$ cat src/rtl/irq_pend_pkg.sv
// Shared types and helpers for the 16-line pending/select front end.
package irq_pend_pkg;

    localparam int N_LINES = 16;
    localparam int ID_W    = 4;

    typedef logic [N_LINES-1:0] line_vec_t;
    typedef logic [ID_W-1:0]    line_id_t;

    // Output register state: EMPTY means nothing presented, HOLD means an ID is offered.
    typedef enum logic {
        ST_EMPTY = 1'b0,
        ST_HOLD  = 1'b1
    } out_state_t;

    function automatic line_vec_t onehot16(input line_id_t id);
        line_vec_t v;
        v     = '0;
        v[id] = 1'b1;
        return v;
    endfunction

endpackage

$ cat src/rtl/prio_sel16.sv
// Combinational highest-index-wins selector over 16 candidate lines.
module prio_sel16
    import irq_pend_pkg::*;
(
    input  line_vec_t cand,
    output line_id_t  sel,
    output logic      any
);

    // Scan upward so the last (highest) set bit is the one that sticks.
    always_comb begin
        sel = '0;
        any = 1'b0;
        for (int i = 0; i < N_LINES; i++) begin
            if (cand[i]) begin
                sel = line_id_t'(i);
                any = 1'b1;
            end
        end
    end

endmodule

$ cat src/rtl/irq_pend_sel16.sv
// Edge-capturing pending register with priority select and a registered
// valid/ready output. Optional lost-edge tracking is enabled by defining
// IRQ_PEND_OVF_EN, which adds the ovf output and ovf_clr input.
module irq_pend_sel16
    import irq_pend_pkg::*;
#(
    parameter  int N   = N_LINES,
    localparam int IDW = $clog2(N)
) (
    input  logic           clk,
    input  logic           rst,
    input  logic [N-1:0]   req,
    input  logic [N-1:0]   mask,
    input  logic           en,
    output logic           out_valid,
    input  logic           out_ready,
    output logic [IDW-1:0] out_id,
    output logic           idle
`ifdef IRQ_PEND_OVF_EN
    ,
    output logic [N-1:0]   ovf,
    input  logic [N-1:0]   ovf_clr
`endif
);

    logic [N-1:0]   req_d;
    logic [N-1:0]   pending;
    logic [N-1:0]   rise;
    logic [N-1:0]   clr;
    logic [N-1:0]   pending_next;
    logic [N-1:0]   cand;
    line_id_t       sel;
    logic           any;
    out_state_t     state;
    out_state_t     state_next;
    logic [IDW-1:0] out_id_next;

    assign out_valid = (state == ST_HOLD);

    // Edge detect, served-line clear, pending update and selection candidates.
    always_comb begin
        rise         = req & ~req_d;
        clr          = (state == ST_HOLD && out_ready) ? onehot16(out_id) : '0;
        pending_next = (pending & ~clr) | (rise & mask);
        cand         = pending & mask & ~clr;
    end

    prio_sel16 u_sel (
        .cand (cand),
        .sel  (sel),
        .any  (any)
    );

    // Request history, pending bits and the idle flag.
    always_ff @(posedge clk) begin
        if (rst) begin
            req_d   <= '0;
            pending <= '0;
            idle    <= 1'b0;
        end else begin
            req_d   <= req;
            pending <= pending_next;
            idle    <= en & ~|(pending_next & mask);
        end
    end

    // Output presentation: load when empty, hold until accepted, reload on accept.
    always_comb begin
        state_next  = state;
        out_id_next = out_id;
        case (state)
            ST_EMPTY: begin
                if (en && any) begin
                    state_next  = ST_HOLD;
                    out_id_next = sel;
                end
            end
            ST_HOLD: begin
                if (out_ready) begin
                    out_id_next = sel;
                    state_next  = (en && any) ? ST_HOLD : ST_EMPTY;
                end
            end
            default: begin
                state_next = ST_EMPTY;
            end
        endcase
    end

    // Output state register; reset drops any offer without acceptance.
    always_ff @(posedge clk) begin
        if (rst) begin
            state  <= ST_EMPTY;
            out_id <= '0;
        end else begin
            state  <= state_next;
            out_id <= out_id_next;
        end
    end

`ifdef IRQ_PEND_OVF_EN
    // Sticky lost-edge flags; a new loss beats a simultaneous software clear.
    always_ff @(posedge clk) begin
        if (rst) begin
            ovf <= '0;
        end else begin
            ovf <= (ovf & ~ovf_clr) | (rise & mask & pending & ~clr);
        end
    end
`endif

endmodule

$ cat config.mk
export PLATFORM = sky130hd
export DESIGN_NAME = irq_pend_sel16
export DESIGN_NICKNAME = d
export VERILOG_FILES = /design/src/rtl/irq_pend_pkg.sv /design/src/rtl/prio_sel16.sv /design/src/rtl/irq_pend_sel16.sv
export SDC_FILE = /design/constraint.sdc
export NUM_CORES = 1
export LEC_CHECK = 0
export ABC_AREA = 1
export BUFFER_PORTS_ARGS = -buffer_cell sky130_fd_sc_hd__clkbuf_2
export CORE_MARGIN = 5
export CORE_UTILIZATION = 55
export CTS_BUF_LIST = sky130_fd_sc_hd__clkbuf_2 sky130_fd_sc_hd__clkbuf_4 sky130_fd_sc_hd__clkbuf_8
export CTS_CLUSTER_DIAMETER = 120
export DETAILED_ROUTE_END_ITERATION = 6
export HOLD_SLACK_MARGIN = 0.02
export PLACE_DENSITY = 0.8
export RECOVER_POWER = 100
export SYNTH_ARGS = -nofsm -noshare
export SYNTH_HDL_FRONTEND = slang
export SYNTH_SLANG_ARGS = --single-unit
$ cat constraint.sdc
create_clock -name clk -period 2.05 [get_ports clk]
set_clock_uncertainty 0.2 [all_clocks]
set_input_delay 0.3075 -clock clk [delete_from_list [all_inputs] [get_ports clk]]
set_output_delay 0.3075 -clock clk [all_outputs]
set_load 0.1 [all_outputs]
Yosys cells after proc, flatten, opt, wreduce, memory -nomap -nowiden

Cells that the tools add are included.

Flip-flop bits (word level): 38
Word-level logic and storage cells: 66

Order comparisons: 2
Equality and inequality tests: 2
Muxes and demuxes: 40
Bitwise gates (word level): 11
Reduce and logical (&&, ||, !) cells: 6

Operators with widths:

| cell                                                              | count |
|---|---|
| bitwise AND 16 bit                                                | 6 |
| 2-to-1 mux 4 bit                                                  | 10 |
| inverter 16 bit                                                   | 2 |
| 2-to-1 mux 1 bit                                                  | 20 |
| 2-to-1 mux 16 bit                                                 | 1 |
| OR 16 bit                                                         | 1 |
| OR reduction 16 bit                                               | 1 |
| 2-to-1 mux 3 bit                                                  | 4 |
| one-hot mux 4 bit (2 select lines)                                | 1 |
| < comparator 4 x 5 -> 1 bit, second input constant                | 1 |
| demux 1 bit (select 4 bit)                                        | 1 |
| greater-or-equal comparator 4 x 1 -> 1 bit, second input constant | 1 |
| 2-to-1 mux 2 bit                                                  | 2 |
| != test 2 bit, second input constant                              | 2 |
| logical AND 1 bit                                                 | 3 |
| one-hot mux 1 bit (2 select lines)                                | 1 |
| AND reduction 2 bit                                               | 1 |
| bitwise AND 1 bit                                                 | 1 |
| zero test 1 bit                                                   | 1 |
| inverter 1 bit                                                    | 1 |

Logic depth before layout (Yosys ltp)

Depth in word-level cells: 27
Mapped depth: 19
Mapped depth without buffers: 19

Cells and area by module

Synthesis repeated with hierarchy kept, for this count alone.

Cells, all modules: 322
Area total of the unflattened synthesis: 1964.4 um2

Modules (own cells, without submodules):

| module         | times used | cells each | area each (um2) | seq. area each (um2) |
|---|---|---|---|---|
| irq_pend_sel16 | 1          | 274        | 1759.2          | 760.7 |
| prio_sel16     | 1          | 48         | 205.2           | 0.0 |

Worst setup path after synthesis

Ideal clock, no wire load.

Path kind: flip-flop to flip-flop
From: register state, in the netlist out_valid
To: register out_id[0]
Arrival: 2332 ps
Data required time: 1779 ps
Slack: -554 ps
Cell stages (with the launch flop): 12
Buffers on the path: 0
Path through: dfxtp_1 > nand2_4 > inv_6 > nand3_1 > nand3_1 > nand2_1 > nor3_4 > nand2_2 > nand2_2 > o21ai_2 > and2_4 > a21oi_1

Word-level cells in the longest chain between the ends: 23
Elaborated cells between the ends (all ways): 43

RTL lines:

| element                        | RTL line             | text |
|---|---|---|
| from (decl)                    | irq_pend_sel16.sv:34 | `out_state_t state;` |
| from (signal assigned)         | irq_pend_sel16.sv:96 | `state <= state_next;` |
| logical AND 1 bit              | irq_pend_sel16.sv:43 | `clr = (state == ST_HOLD && out_ready) ? onehot16(out_id) : '0;` |
| 2-to-1 mux 16 bit              | irq_pend_sel16.sv:43 |  |
| inverter 16 bit                | irq_pend_sel16.sv:45 | `cand = pending & mask & ~clr;` |
| bitwise AND 16 bit             | irq_pend_sel16.sv:45 |  |
| 2-to-1 mux 1 bit (16 in a row) | prio_sel16.sv:15     | `if (cand[i]) begin` |
| logical AND 1 bit              | irq_pend_sel16.sv:73 | `if (en && any) begin` |
| != test 2 bit (no line)        | -                    |  |
| AND reduction 2 bit (no line)  | -                    |  |
| to (signal assigned)           | irq_pend_sel16.sv:97 | `out_id <= out_id_next;` |
| to (decl)                      | irq_pend_sel16.sv:17 | `output logic [IDW-1:0] out_id,` |

Parallel ways exist; a longest one is shown, timed or not. The select of a mux whose other input is x is not followed.
A chain may end at the register's enable or synchronous reset.

Final worst setup path

From: register out_id[0]
To: register out_id[0]

Word-level cells in the longest chain between the ends: 26
Elaborated cells between the ends (all ways): 45

RTL lines:

| element                                                                                                                | RTL line             | text |
|---|---|---|
| < comparator 4 x 5 -> 1 bit (implied by the code) / greater-or-equal comparator 4 x 1 -> 1 bit (equally long branches) | irq_pend_pkg.sv:19   | `v[id] = 1'b1;` |
| logical AND 1 bit (implied by the code)                                                                                | irq_pend_pkg.sv:19   |  |
| 2-to-1 mux 1 bit (implied by the code)                                                                                 | irq_pend_pkg.sv:19   |  |
| demux 1 bit (select 4 bit) *                                                                                           | irq_pend_pkg.sv:19   |  |
| 2-to-1 mux 16 bit *                                                                                                    | irq_pend_sel16.sv:43 |  |
| inverter 16 bit *                                                                                                      | irq_pend_sel16.sv:45 |  |
| bitwise AND 16 bit *                                                                                                   | irq_pend_sel16.sv:45 |  |
| 2-to-1 mux 1 bit (16 in a row)                                                                                         | prio_sel16.sv:15     |  |
| logical AND 1 bit                                                                                                      | irq_pend_sel16.sv:73 |  |
| != test 2 bit (no line)                                                                                                | -                    |  |
| AND reduction 2 bit (no line)                                                                                          | -                    |  |

Mark *: on every way between the ends. The rest lies on a longest branch, timed or not. The select of a mux whose other input is x is not followed.

==> impl_metrics.yaml <==
critical_path:
  endpoint_kind: "flip-flop"
  worst_setup_path_start_kind: "flip-flop"
  path_max_fanout: 8
  cp.arrival_ns: 2.15
  path_buf_inv: 2
  critPathMaxStageDelay_ns: 0.39
  path_cells: "inv_4 > nand2_2 > nor2_4 > buf_4 > nand2_1 > nand3_2 > nand2_2 > nor3_4 > nand2_2 > nand2_4 > o21ai_4 > and2_4 > a21oi_2"
  crit_top_cell: "nand2_2"
  cp_slowest_cell: "dfxtp_4"
  cp_top_family: "simple AND/OR/NAND/NOR gates"
  worstSetupPathType: "flip-flop to flip-flop"
  critPathRequiredTime_ns: 2.13
layout:
  nets: 364
  drive_gt1_frac: 0.326
  area_growth_pct: 40.2
  insertedDiodeCount: 0
  fin_cells: 372
timing:
  rsz0062_at_grt: "true"
  tns_ns: -0.0267
  holdWs_ns: 0.0392
  timing_hold_violations_final: 0
  timing.final.ws_setup_ns: -0.0267
  tightest_slew_ns: 0.543
  fmaxAchievable_mhz: 482
  slew_viol_final: 0
  final-setup-viol-count: 1
  max_slew_margin: 0.640
  finalCritPeriodShare: 1.01
  fin_crit_ns: 2.08
placement:
  dp_hpwl_mm: 3.21
  io_buffers: 41
  dp.cells: 338
  place_ws_ns: -0.0175
  gp_congestion: 0.888
power_and_ir_drop:
  swShare: 0.349
  ir_worst_vdd_mv: 0.465
  power_switching_mw: 0.607
  leakagePower_nw: 1.20
  sequentialPowerShare: 0.487
  power_density_nw_per_um2: 706
  comb_power_share: 0.293
  pwr-share-clk: 0.220
  intPower_mw: 1.13
  power_mw: 1.74
synth:
  syn_inst: 254
  yosys-top-cells-area: "dfxtp_1, nand2_1, nor2_1, a21oi_1, nand3_1"
  syn-cell-area_sq_um: 1760
  avgSynthCellArea_sq_um: 6.91
  syn_nets: 290
  synth_top_area_frac: 0.433
  synth_top_flop_cell: "dfxtp_1"
  synth_cell_type_count: 23
  synthArstFlopShare: 0
  yosys-top-cells-count: "nand2_1, dfxtp_1, nor2_1"
  synth-edff-count: 0
  yosysMostFrequentCell: "nand2_1"
  yosysWarnings: 0
  ys_ff_latch: 38
  synth_seq_area_share: 0.433
  yosysTopAreaCell: "dfxtp_1"
grt:
  grt_pass1_wl_mm: 7.56
  grt_max_degree: 34
  grt_pass1_vias: 1728
  grt_overflow: 0
  grt.total_usage: 0.230
  antenna_found_initial: 0
route:
  first_iter_violations: 134
  drc: 0
  viasPerCell: 5.00
  dr.pass1.iters: 4
  detail-route-antenna-nets: 0
  wire_per_inst_microns: 12.7
  wl_mm: 4.73
  num_vias: 1860
clock_tree:
  root_buffer: "clkbuf_4"
  htreeDepth: 2
  cts_buffer_depth: 2
  cts.clk_slew.worst_paths_ns: 0.11
  cts_buffers: 5
  cts_tree: "yes"
  clk_latency_ns: 0.34
  clock-sinks: 38
floorplan:
  rows: 20
  die_x_microns: 66.5
  die_h_microns: 66.5
  io_pins: 42
  start_util: 0.575
  dieArea_sq_um: 4420
  core_sq_um: 3050
status:
  violations: "setup timing"
  outcome: "finished with violations"
worst_hold_path:
  hold_path_class: "input port to flip-flop"
flow_run:
  maxCapViolCount: 0
[flip-flops by register name, summed over array words and instances (netlist names)]
register / count
pending: 16
req_d: 16
out_id: 4
idle: 1
out_valid: 1
[through the flow]
step	util	instance area, sq um
after floorplan	-	1770
after global placement	0.669	2040
after detailed placement	0.669	2040
after CTS	0.773	2360
after global routing	0.806	2460
final	0.806	2460
[per-layer routing]
layer	global-route usage	routed length (microns)	up-vias
met5	0	0	-
met4	0.114	172	0
met3	0.0658	260	19
met2	0.390	2310	58
met1	0.262	1990	821
li1	-	-	962
[layout make-up]
| class | count | area (sq um) |
|---|---|---|
| flip-flops and latches | 38 | 779 |
| multi-input cells | 179 | 962 |
| well taps | 44 | 55.1 |
| fillers | 249 | 592 |
| repair buffers | 71 | 478 |
| inverters | 33 | 134 |
| clock buffers | 7 | 52.6 |
[tightest hold or removal path, delay by kind of cell]
kind,cells,cell delay [ns]
compound gates,1,0.06
simple gates,1,0.08
buf+inv,1,0.09
[power by group through the flow]
stage	logic [mW]	registers, mW	clock network, mW
2_1_floorplan	0.199	0.948	0
3_3_place_gp	0.401	0.849	0
3_5_place_dp	0.406	0.852	0
4_1_cts	0.471	0.838	0.397
5_1_grt	0.551	0.852	0.430
6_report	0.509	0.847	0.382
[worst paths after layout]
check	cells after the start	slack, ns	start	endpoint
hold reg to reg	2	0.27	pending[14]	pending[14]
setup reg to reg	13	-0.03	out_id[0]	out_id[0]
hold / removal	3	0.04	mask[6]	pending[6]
setup / recovery	13	-0.03	out_id[0]	out_id[0]
[timing repair]
| item | 4_1_cts | 5_1_grt |
|---|---|---|
| hold endpoints to repair | 19 | 0 |
| setup buffers | 5 | 3 |
| pin swaps | 4 | 9 |
| resized for setup | 11 | 21 |
| setup endpoints to repair | 4 | 4 |
| hold buffers | 19 | 0 |
[layout by cell type (no fill, tap or decap), drive strengths merged]
cell type / count
nor4: 1
nand4: 6
nor2: 41
inv: 33
dfxtp: 38
a31oi: 1
nand3: 28
o21ai: 6
a21oi: 23
buf: 11
dlygate4sd3: 19
nor3: 2
or2: 1
nand2: 69
clkbuf: 48
and2: 1
[cells by family after synthesis]
| kind of cell | Yosys count | share of synthesized area |
|---|---|---|
| AND/OR/NAND/NOR | 149 | 0.396 |
| flip-flops | 38 | 0.433 |
| buffers and inverters | 37 | 0.0820 |
| AO/OA/AOI/OAI | 30 | 0.0884 |
(Power assumes the default switching activity.)
